--- src/rtl/seg7_hc595_driver.sv ---
// Four-digit 7-segment scanner feeding two cascaded 74HC595s: each digit is sent
// as one 16-bit word {dp,g..a active-low, one-hot digit select}, then latched and held.
module seg7_hc595_driver #(
  parameter int CLK_DIV     = 4,
  parameter int HOLD_CYCLES = 1000
) (
  input  logic        clk,
  input  logic        rst_n,
  input  logic [15:0] i_data,
  input  logic [3:0]  i_dots,
  input  logic [3:0]  i_en_mask,
  output logic        o_stcp,
  output logic        o_shcp,
  output logic        o_ds,
  output logic        o_oe
);

  localparam int DW = $clog2(2 * CLK_DIV);
  localparam int HW = (HOLD_CYCLES > 1) ? $clog2(HOLD_CYCLES) : 1;

  localparam logic [DW-1:0] DIV_HALF  = DW'(CLK_DIV);
  localparam logic [DW-1:0] DIV_LAST  = DW'(2 * CLK_DIV - 1);
  localparam logic [HW-1:0] HOLD_LAST = HW'((HOLD_CYCLES > 0) ? HOLD_CYCLES - 1 : 0);

  typedef enum logic [1:0] {
    S_SHIFT,
    S_LATCH,
    S_HOLD
  } state_t;

  // Active-high {g,f,e,d,c,b,a} for one hex nibble.
  function automatic logic [6:0] seg_lut(input logic [3:0] nib);
    case (nib)
      4'h0: seg_lut = 7'h3F;
      4'h1: seg_lut = 7'h06;
      4'h2: seg_lut = 7'h5B;
      4'h3: seg_lut = 7'h4F;
      4'h4: seg_lut = 7'h66;
      4'h5: seg_lut = 7'h6D;
      4'h6: seg_lut = 7'h7D;
      4'h7: seg_lut = 7'h07;
      4'h8: seg_lut = 7'h7F;
      4'h9: seg_lut = 7'h6F;
      4'hA: seg_lut = 7'h77;
      4'hB: seg_lut = 7'h7C;
      4'hC: seg_lut = 7'h39;
      4'hD: seg_lut = 7'h5E;
      4'hE: seg_lut = 7'h79;
      default: seg_lut = 7'h71;
    endcase
  endfunction

  function automatic logic [15:0] make_word(input logic [15:0] data, input logic [3:0] dots,
                                            input logic [3:0] mask, input logic [1:0] idx);
    logic [6:0] seg;
    logic [7:0] hi;
    seg = seg_lut(data[{idx, 2'b00} +: 4]);
    hi  = mask[idx] ? ~{dots[idx], seg} : 8'hFF;
    return {hi, 4'b0000, 4'b0001 << idx};
  endfunction

  state_t        state_q, state_d;
  logic [1:0]    digit_q, digit_d;
  logic [3:0]    bit_q, bit_d;
  logic [DW-1:0] div_q, div_d;
  logic [HW-1:0] hold_q, hold_d;
  logic [15:0]   frame_data_q, frame_data_d;
  logic [3:0]    frame_dots_q, frame_dots_d;
  logic [3:0]    frame_mask_q, frame_mask_d;
  logic [15:0]   shreg_q, shreg_d;
  logic          stcp_q, stcp_d;
  logic          shcp_q, shcp_d;
  logic          ds_q, ds_d;
  logic          oe_q, oe_d;
  logic          latched_q, latched_d;
  logic [15:0]   word;

  // Counters describe the position about to be emitted; each edge registers the
  // outputs for that position and advances, so the first bit appears one edge after reset.
  always_comb begin
    // NOTE: every signal gets a default here so no path leaves it unassigned (no latches).
    state_d      = state_q;
    digit_d      = digit_q;
    bit_d        = bit_q;
    div_d        = div_q;
    hold_d       = hold_q;
    frame_data_d = frame_data_q;
    frame_dots_d = frame_dots_q;
    frame_mask_d = frame_mask_q;
    shreg_d      = shreg_q;
    stcp_d       = 1'b0;
    shcp_d       = 1'b0;
    ds_d         = ds_q;
    word         = '0;

    case (state_q)
      S_SHIFT: begin
        shcp_d = (div_q >= DIV_HALF);
        if (div_q == '0) begin
          if (bit_q == '0) begin
            if (digit_q == 2'd0) begin
              frame_data_d = i_data;
              frame_dots_d = i_dots;
              frame_mask_d = i_en_mask;
              word         = make_word(i_data, i_dots, i_en_mask, 2'd0);
            end else begin
              word = make_word(frame_data_q, frame_dots_q, frame_mask_q, digit_q);
            end
            ds_d    = word[15];
            shreg_d = {word[14:0], 1'b0};
          end else begin
            ds_d    = shreg_q[15];
            shreg_d = {shreg_q[14:0], 1'b0};
          end
        end
        if (div_q == DIV_LAST) begin
          div_d = '0;
          bit_d = bit_q + 4'd1;
          if (bit_q == 4'd15) state_d = S_LATCH;
        end else begin
          div_d = div_q + DW'(1);
        end
      end

      S_LATCH: begin
        stcp_d = (div_q < DIV_HALF);
        if (div_q == DIV_LAST) begin
          div_d = '0;
          if (HOLD_CYCLES == 0) begin
            state_d = S_SHIFT;
            digit_d = digit_q + 2'd1;
          end else begin
            state_d = S_HOLD;
          end
        end else begin
          div_d = div_q + DW'(1);
        end
      end

      S_HOLD: begin
        if (hold_q == HOLD_LAST) begin
          hold_d  = '0;
          state_d = S_SHIFT;
          digit_d = digit_q + 2'd1;
        end else begin
          hold_d = hold_q + HW'(1);
        end
      end

      default: state_d = S_SHIFT;
    endcase

    // Display stays dark until a complete word has reached the storage register.
    latched_d = latched_q | (stcp_q & ~stcp_d);
    oe_d      = ~latched_q;
  end

  always_ff @(posedge clk or negedge rst_n) begin
    if (!rst_n) begin
      // NOTE: the frame register is reset too, so nothing stale can ever be shifted out.
      state_q      <= S_SHIFT;
      digit_q      <= '0;
      bit_q        <= '0;
      div_q        <= '0;
      hold_q       <= '0;
      frame_data_q <= '0;
      frame_dots_q <= '0;
      frame_mask_q <= '0;
      shreg_q      <= '0;
      stcp_q       <= 1'b0;
      shcp_q       <= 1'b0;
      ds_q         <= 1'b0;
      oe_q         <= 1'b1;
      latched_q    <= 1'b0;
    end else begin
      // NOTE: non-blocking assignments so every flop samples pre-edge values.
      state_q      <= state_d;
      digit_q      <= digit_d;
      bit_q        <= bit_d;
      div_q        <= div_d;
      hold_q       <= hold_d;
      frame_data_q <= frame_data_d;
      frame_dots_q <= frame_dots_d;
      frame_mask_q <= frame_mask_d;
      shreg_q      <= shreg_d;
      stcp_q       <= stcp_d;
      shcp_q       <= shcp_d;
      ds_q         <= ds_d;
      oe_q         <= oe_d;
      latched_q    <= latched_d;
    end
  end

  assign o_stcp = stcp_q;
  assign o_shcp = shcp_q;
  assign o_ds   = ds_q;
  assign o_oe   = oe_q;

endmodule

--- config.mk ---
export PLATFORM = sky130hd
export DESIGN_NAME = seg7_hc595_driver
export DESIGN_NICKNAME = d
export VERILOG_FILES = /design/src/rtl/seg7_hc595_driver.sv
export SDC_FILE = /design/constraint.sdc
export NUM_CORES = 1
export LEC_CHECK = 0
export ABC_CLOCK_PERIOD_IN_PS = 2210
export CORE_MARGIN = 4
export CORE_UTILIZATION = 35
export CTS_CLUSTER_DIAMETER = 50
export DETAILED_ROUTE_END_ITERATION = 6
export GPL_TIMING_DRIVEN = 0
export MAX_ROUTING_LAYER = met4
export SYNTH_ARGS = -nofsm -noshare
export SYNTH_HDL_FRONTEND = slang
export SYNTH_SLANG_ARGS = --single-unit
--- constraint.sdc ---
create_clock -name clk -period 2.21 [get_ports clk]
set_input_delay 0.442 -clock clk [delete_from_list [all_inputs] [get_ports clk]]
set_output_delay 0.442 -clock clk [all_outputs]
set_load 0.01 [all_outputs]
==> metrics.yaml, run 1 <==
sta:
  rsz0062_at_grt: "yes"
  hold_viol: 0
  slew_violations: 0
  period_needed_ns: 2.20
  setup_violations: 0
  slew-limit-headroom: 0.416
  fmax_ghz: 0.455
  fin_setup_tns_ns: 0
  tightest_slew_ns: 0.868
  clock_skew_ns: 0.0123
  whs_ns: 0.182
  period_share: 0.994
placement:
  placed_area_mm2: 0.00409
  hpwlAfterDp_um: 5240
  portBuffers: 29
  gp_congestion: 0.887
  dpl.cell_count: 493
die:
  pin_count: 30
  start_util: 0.365
  die_area_mm2: 0.0121
  die_y_um: 110
  rows: 36
  dieWidth_um: 110
  core_area_mm2: 0.00995
worst_hold_path:
  hold_path_class: "in2async"
synthesis:
  async_reset_ff_frac: 1.00
  ys_ff_latch: 65
  syn_area_mm2: 0.00364
  synth_nets: 379
  syn_avg_cell_area_um2: 11.0
  yosysSeqAreaShare: 0.448
  syn_inst: 331
  synth_edf_count: 0
  ys.flop_type: "dfrtp_1"
  yosysUniqueCellTypes: 54
  yosysWarningCount: 0
final_layout:
  multi_input_area_mm2: 0.00188
  fill_cells: 946
  syn_to_final_growth_pct: 22.1
  drive_above_1_share: 0.240
  fin_area_mm2: 0.00444
  diodes: 0
  regArea_mm2: 0.00163
  instances_no_fill: 517
  nNetsFinal: 427
job:
  max_cap_viol_count: 0
global_routing:
  grt_pass1_vias: 2624
  grt_pass1_wl_um: 12500
  grt_overflow: 0
  antenna_found_initial: 0
  grt_start_max_net_pins: 66
  grtUsageTotal: 0.137
routing:
  num_vias: 2618
  dr.pass1.iters: 5
  viasPerCell: 5.06
  drtAntennaViolNets: 0
  routedWlPerCell_um: 14.2
  drt_iter0_drc: 79
  routed_wl_um: 7350
  drt_drc_violations_left: 0
critical_path:
  startpoint: "digit_q[0]"
  cp.arrival_ns: 2.42
  critPathCaptureType: "register"
  crit_required_ns: 2.43
  worst-path-max-fanout: 7
  start_kind: "register"
  r2r-start: "digit_q[0]"
  crit_type: "reg2reg"
clock_network:
  numClockSinks: 65
  cts-root-buf: "clkbuf_8"
  ctsHoldBuffers: 0
  insertion_delay_ns: 0.34
  clk_path_buf_depth: 2
  path_clk_slew_ns: 0.08
  cts_inserted_buffers: 9
  cts_tree: "yes"
  h-tree-depth: 3
power_and_ir_drop:
  pwr_density_cell_mw_per_mm2: 581
  peakVddDrop_uv: 334
  finalPower_mw: 2.58
  p_leak_nw: 1.93
status:
  status: "finished, final reports clean"
[sequential cells by signal (all words and copies together) (netlist names)]
| name | count |
|---|---|
| shreg_q | 15 |
| frame_mask_q | 4 |
| o_oe | 1 |
| o_shcp | 1 |
| div_q | 3 |
| hold_q | 10 |
| bit_q | 4 |
| state_q | 2 |
| o_stcp | 1 |
| digit_q | 2 |
| frame_dots_q | 4 |
| frame_data_q | 16 |
| latched_q | 1 |
| o_ds | 1 |
[cells in the mapped netlist (all sizes together), types with 2 or more instances]
master	count	area share
nand2b	3	0.0052
inv	19	0.020
xor2	6	0.014
and2	4	0.0076
ha	22	0.076
nand3	12	0.018
a21oi	13	0.018
nor2	20	0.021
buf	6	0.013
o311a	2	0.0055
mux2	28	0.087
nand3b	4	0.0083
nand4	2	0.0034
mux4	6	0.040
a22o	4	0.0096
mux2i	4	0.011
clkbuf	9	0.015
nand2	27	0.028
nor3	3	0.0041
a221o	2	0.0055
o21ai	19	0.026
o211ai	3	0.0062
xnor2	6	0.014
dfrtp	64	0.44
a31oi	6	0.010
nor3b	4	0.0083
a211oi	2	0.0041
and2b	2	0.0048
a221oi	6	0.016
nor4	2	0.0052
nor2b	6	0.010
[critical path, stage by stage, from the launching register on]
cell	delay (ns)
dfrtp_1	0.36
buf_6	0.15
mux4_2	0.59
ha_2	0.20
and2b_2	0.21
nor3_1	0.20
a211oi_2	0.12
a221o_1	0.26
[final timing paths]
check	to	slack, ns	depth (start not counted)
setup reg to reg	shreg_q[12]	0.01	7
hold reg to reg	o_oe	0.38	1
setup / recovery	shreg_q[12]	0.01	7
min in group clk	o_oe	0.38	1
max in group asynchronous	digit_q[1]	1.43	1
hold / removal	o_stcp	0.18	1
[layout make-up]
type	instances	share of cell area
inverter	19	0.0169
tap	133	0.0375
sequential	65	0.367
buffer	14	0.0234
clock inverter	6	0.0203
clock buffer	10	0.0310
multi-input combinational	231	0.423
timing repair buffer	39	0.0812
[cells in the final DEF (no fill, tap or decap), types with 12 or more instances in the layout]
cell             Yosys  routed
inv_1               19      14
ha_1                22      19
clkdlybuf4s50_1      0      26
a21oi_1             13      13
clkbuf_8             2      12
nand2_1             27      27
nor2_1              20      20
o21ai_0             19      19
mux2_2              28      28
dfrtp_1             64      63
[repair_timing]
| item | in CTS | in global routing |
|---|---|---|
| gates resized for setup | 15 | 10 |
| pin swaps | 0 | 4 |
| buffers inserted | 3 | 7 |
| endpoints found under the setup margin | 24 | 20 |
[metrics by stage]
| stage | util | setup slack [ns] |
|---|---|---|
| 6_report | 0.446 | 0.0139 |
| 5_1_grt | 0.446 | -0.0769 |
| 4_1_cts | 0.437 | -0.0164 |
| 3_5_place_dp | 0.411 | -0.478 |
| 3_3_place_gp | 0.411 | -1.55 |
| 2_1_floorplan | - | 0.0533 |
[kinds of logic (layout without fill, tap and decap cells)]
kind of cell / after synthesis / in the layout / synth area share
compound gates: 64 / 64 / 0.117
xor+xnor: 12 / 12 / 0.0289
fa+ha+maj: 22 / 22 / 0.0757
buf+inv: 35 / 88 / 0.0509
flops: 65 / 65 / 0.448
mux: 38 / 38 / 0.138
simple gates: 95 / 95 / 0.142
[where the power goes]
part	internal (mW)	total, mW	switching, mW	leakage (nW)
sequential	1.21	1.23	0.0159	0.822
clock	0.670	1.15	0.485	0.113
combinational	0.101	0.197	0.0958	0.993
total	1.98	2.58	0.596	1.93
[metal layers]
layer  up-vias  wire length, um  GRT usage
li1       1281                -          -
met1      1284             3560      0.180
met2        46             3420      0.214
met3         7              279     0.0305
met4         0               86     0.0374
met5         -                0          -
Power figures use the tool's default switching activity.
==> inputs of run 2 (changes only) <==
Settings changed: CAP_MARGIN set to 15, CORE_MARGIN 4 to not set.
==> run 2 against run 1 <==
Net effect:
- the run now ends with setup timing left
- setup slack got worse by 0.015 ns
- sequential cell count is the same
- combinational power is 6% higher
- cell count increased by 0.39%
- sequential power about the same
- cell area rose by 0.28%
- non-clock buffer count increased by 2
- clock skew hardly changed
- first-iteration DRC count is 14% higher
- global-route usage rose by 1.2 points
- clock power fell by 9%
- clock-buffer cell count stayed put
- critical path type unchanged
==> metrics.yaml, run 2 (same netlist as run 1, synthesis figures left out) <==
global_routing:
  grt_start_max_net_pins: 66  # unchanged
  grt_pass1_wl_um: 12500  # -0.55%
  grt_pass1_vias: 2526  # -3.7%
  antenna_found_initial: 0  # unchanged
  grtUsageTotal: 0.148  # +0.0115
  grt_overflow: 0  # unchanged
critical_path:
  worst-path-max-fanout: 9  # +2
  r2r-start: "digit_q[0]"
  start_kind: "register"
  cp.arrival_ns: 2.43  # about the same
  crit_required_ns: 2.43  # about the same
  startpoint: "digit_q[0]"
  critPathCaptureType: "register"
  crit_type: "reg2reg"
clock_network:
  numClockSinks: 65  # unchanged
  cts_tree: "yes"
  path_clk_slew_ns: 0.08  # about the same
  clk_path_buf_depth: 2  # unchanged
  ctsHoldBuffers: 0  # unchanged
  cts-root-buf: "clkbuf_8"
  h-tree-depth: 3  # unchanged
  insertion_delay_ns: 0.34  # about the same
  cts_inserted_buffers: 9  # unchanged
die:
  pin_count: 30  # unchanged
  die_y_um: 104  # -5.5%
  die_area_mm2: 0.0108  # -11%
  start_util: 0.367  # +0.00166
  rows: 36  # unchanged
  core_area_mm2: 0.00991  # -0.45%
  dieWidth_um: 104  # -5.5%
power_and_ir_drop:
  p_leak_nw: 1.92  # -0.27%
  pwr_density_cell_mw_per_mm2: 558  # -4.0%
  peakVddDrop_uv: 242  # -28%
  finalPower_mw: 2.48  # -3.7%
sta:
  period_needed_ns: 2.21  # +0.0147 ns
  tightest_slew_ns: 0.890  # +0.0219 ns
  hold_viol: 0  # unchanged
  rsz0062_at_grt: "yes"
  period_share: 1.00  # +0.00663
  finalWorstSetupSlack_ns: -0.000767  # -0.0147 ns
  whs_ns: 0.188  # +0.00627 ns
  setup_violations: 1  # +1
  clock_skew_ns: 0.0127  # +0.000391 ns
  slew-limit-headroom: 0.402  # -0.0147
  fmax_ghz: 0.452  # -0.66%
  fin_setup_tns_ns: -0.000767  # -0.000767 ns
  slew_violations: 0  # unchanged
routing:
  viasPerCell: 5.11  # +0.87%
  drt_iter0_drc: 90  # +14%
  routed_wl_um: 7460  # +1.4%
  num_vias: 2651  # +1.3%
  drtAntennaViolNets: 0  # unchanged
  dr.pass1.iters: 4  # -1
  routedWlPerCell_um: 14.4  # +1.0%
  drt_drc_violations_left: 0  # unchanged
final_layout:
  diodes: 0  # unchanged
  fin_area_mm2: 0.00445  # +0.28%
  nNetsFinal: 429  # +0.47%
  largest-register: "frame_data_q"
  syn_to_final_growth_pct: 22.4
  final_common_cell: "dfrtp_1"
  most-common-layout-cells: "64 x dfrtp_1, 28 x mux2_2, 27 x nand2_1, 26 x clkdlybuf4s50_1, 20 x nor2_1"
  drive_above_1_share: 0.249  # +0.00912
  fill_cells: 998  # +5.5%
  final_util: 0.449  # +0.00329
  largest_reg_flops: 16  # unchanged
  largest_registers: "frame_data_q (16), shreg_q (15), hold_q (10)"
placement:
  placed_area_mm2: 0.00409  # unchanged
  gp_congestion: 0.852  # -3.9%
  portBuffers: 29  # unchanged
  hpwlAfterDp_um: 5170  # -1.4%
status:
  status: "finished, violations left"
  violations: "setup timing"
job:
  max_cap_viol_count: 0  # unchanged
worst_hold_path:
  hold_path_class: "in2async"
-- run 2: worst paths after layout --
check / end / slack, ns / depth (start not counted)
hold reg to reg: o_oe / 0.39 / 1
min in group clk: o_oe / 0.39 / 1
setup reg to reg: shreg_q[11] / -0.0008 / 8
hold / removal: o_stcp / 0.19 / 1
setup / recovery: shreg_q[11] / -0.0008 / 8
max in group asynchronous: frame_data_q[10] / 1.49 / 1
-- run 2: cell type report --
type                            instances  area [um2]  share of cell area
Buffer                                 14         105              0.0236
Timing Repair Buffer                   41         375              0.0843
Clock buffer                           10         138              0.0309
Sequential cell                        65        1630               0.366
Multi-Input combinational cell        231        1900               0.426
Clock inverter                          6        66.3              0.0149
Tap cell                              133         166              0.0374
Inverter                               19        75.1              0.0169
-- run 2: critical path: stages (launching register included) --
cell and delay, ns:
dfrtp_1 0.37, buf_6 0.14, buf_4 0.11, mux4_2 0.50
buf_8 0.16, and2_4 0.17, a221oi_4 0.30, nor4_1 0.08
a221o_1 0.26
-- run 2: report_power, final --
| group | switching [mW] | internal (mW) |
|---|---|---|
| sequential | 0.0160 | 1.21 |
| combinational | 0.101 | 0.107 |
| clock | 0.493 | 0.553 |
-- run 2: layer usage --
metal / GRT usage / up-vias / share of wire
li1: - / 1282 / -
met1: 0.200 / 1302 / 0.50
met2: 0.217 / 58 / 0.45
met3: 0.0257 / 9 / 0.033
met4: 0.0704 / 0 / 0.016
met5: - / - / 0
-- run 2: per-stage QoR --
stage,cells,setup slack [ns]
after floorplan,331,0.0533
after global placement,493,-1.57
after detailed placement,493,-0.455
after CTS,513,-0.0350
after global routing,519,-0.119
final,519,-0.000767
-- run 2: what timing repair did --
item / CTS / global route
buffers inserted: 5 / 7
setup endpoints to repair: 23 / 13
gates resized for setup: 16 / 15
pin swaps: 1 / 5
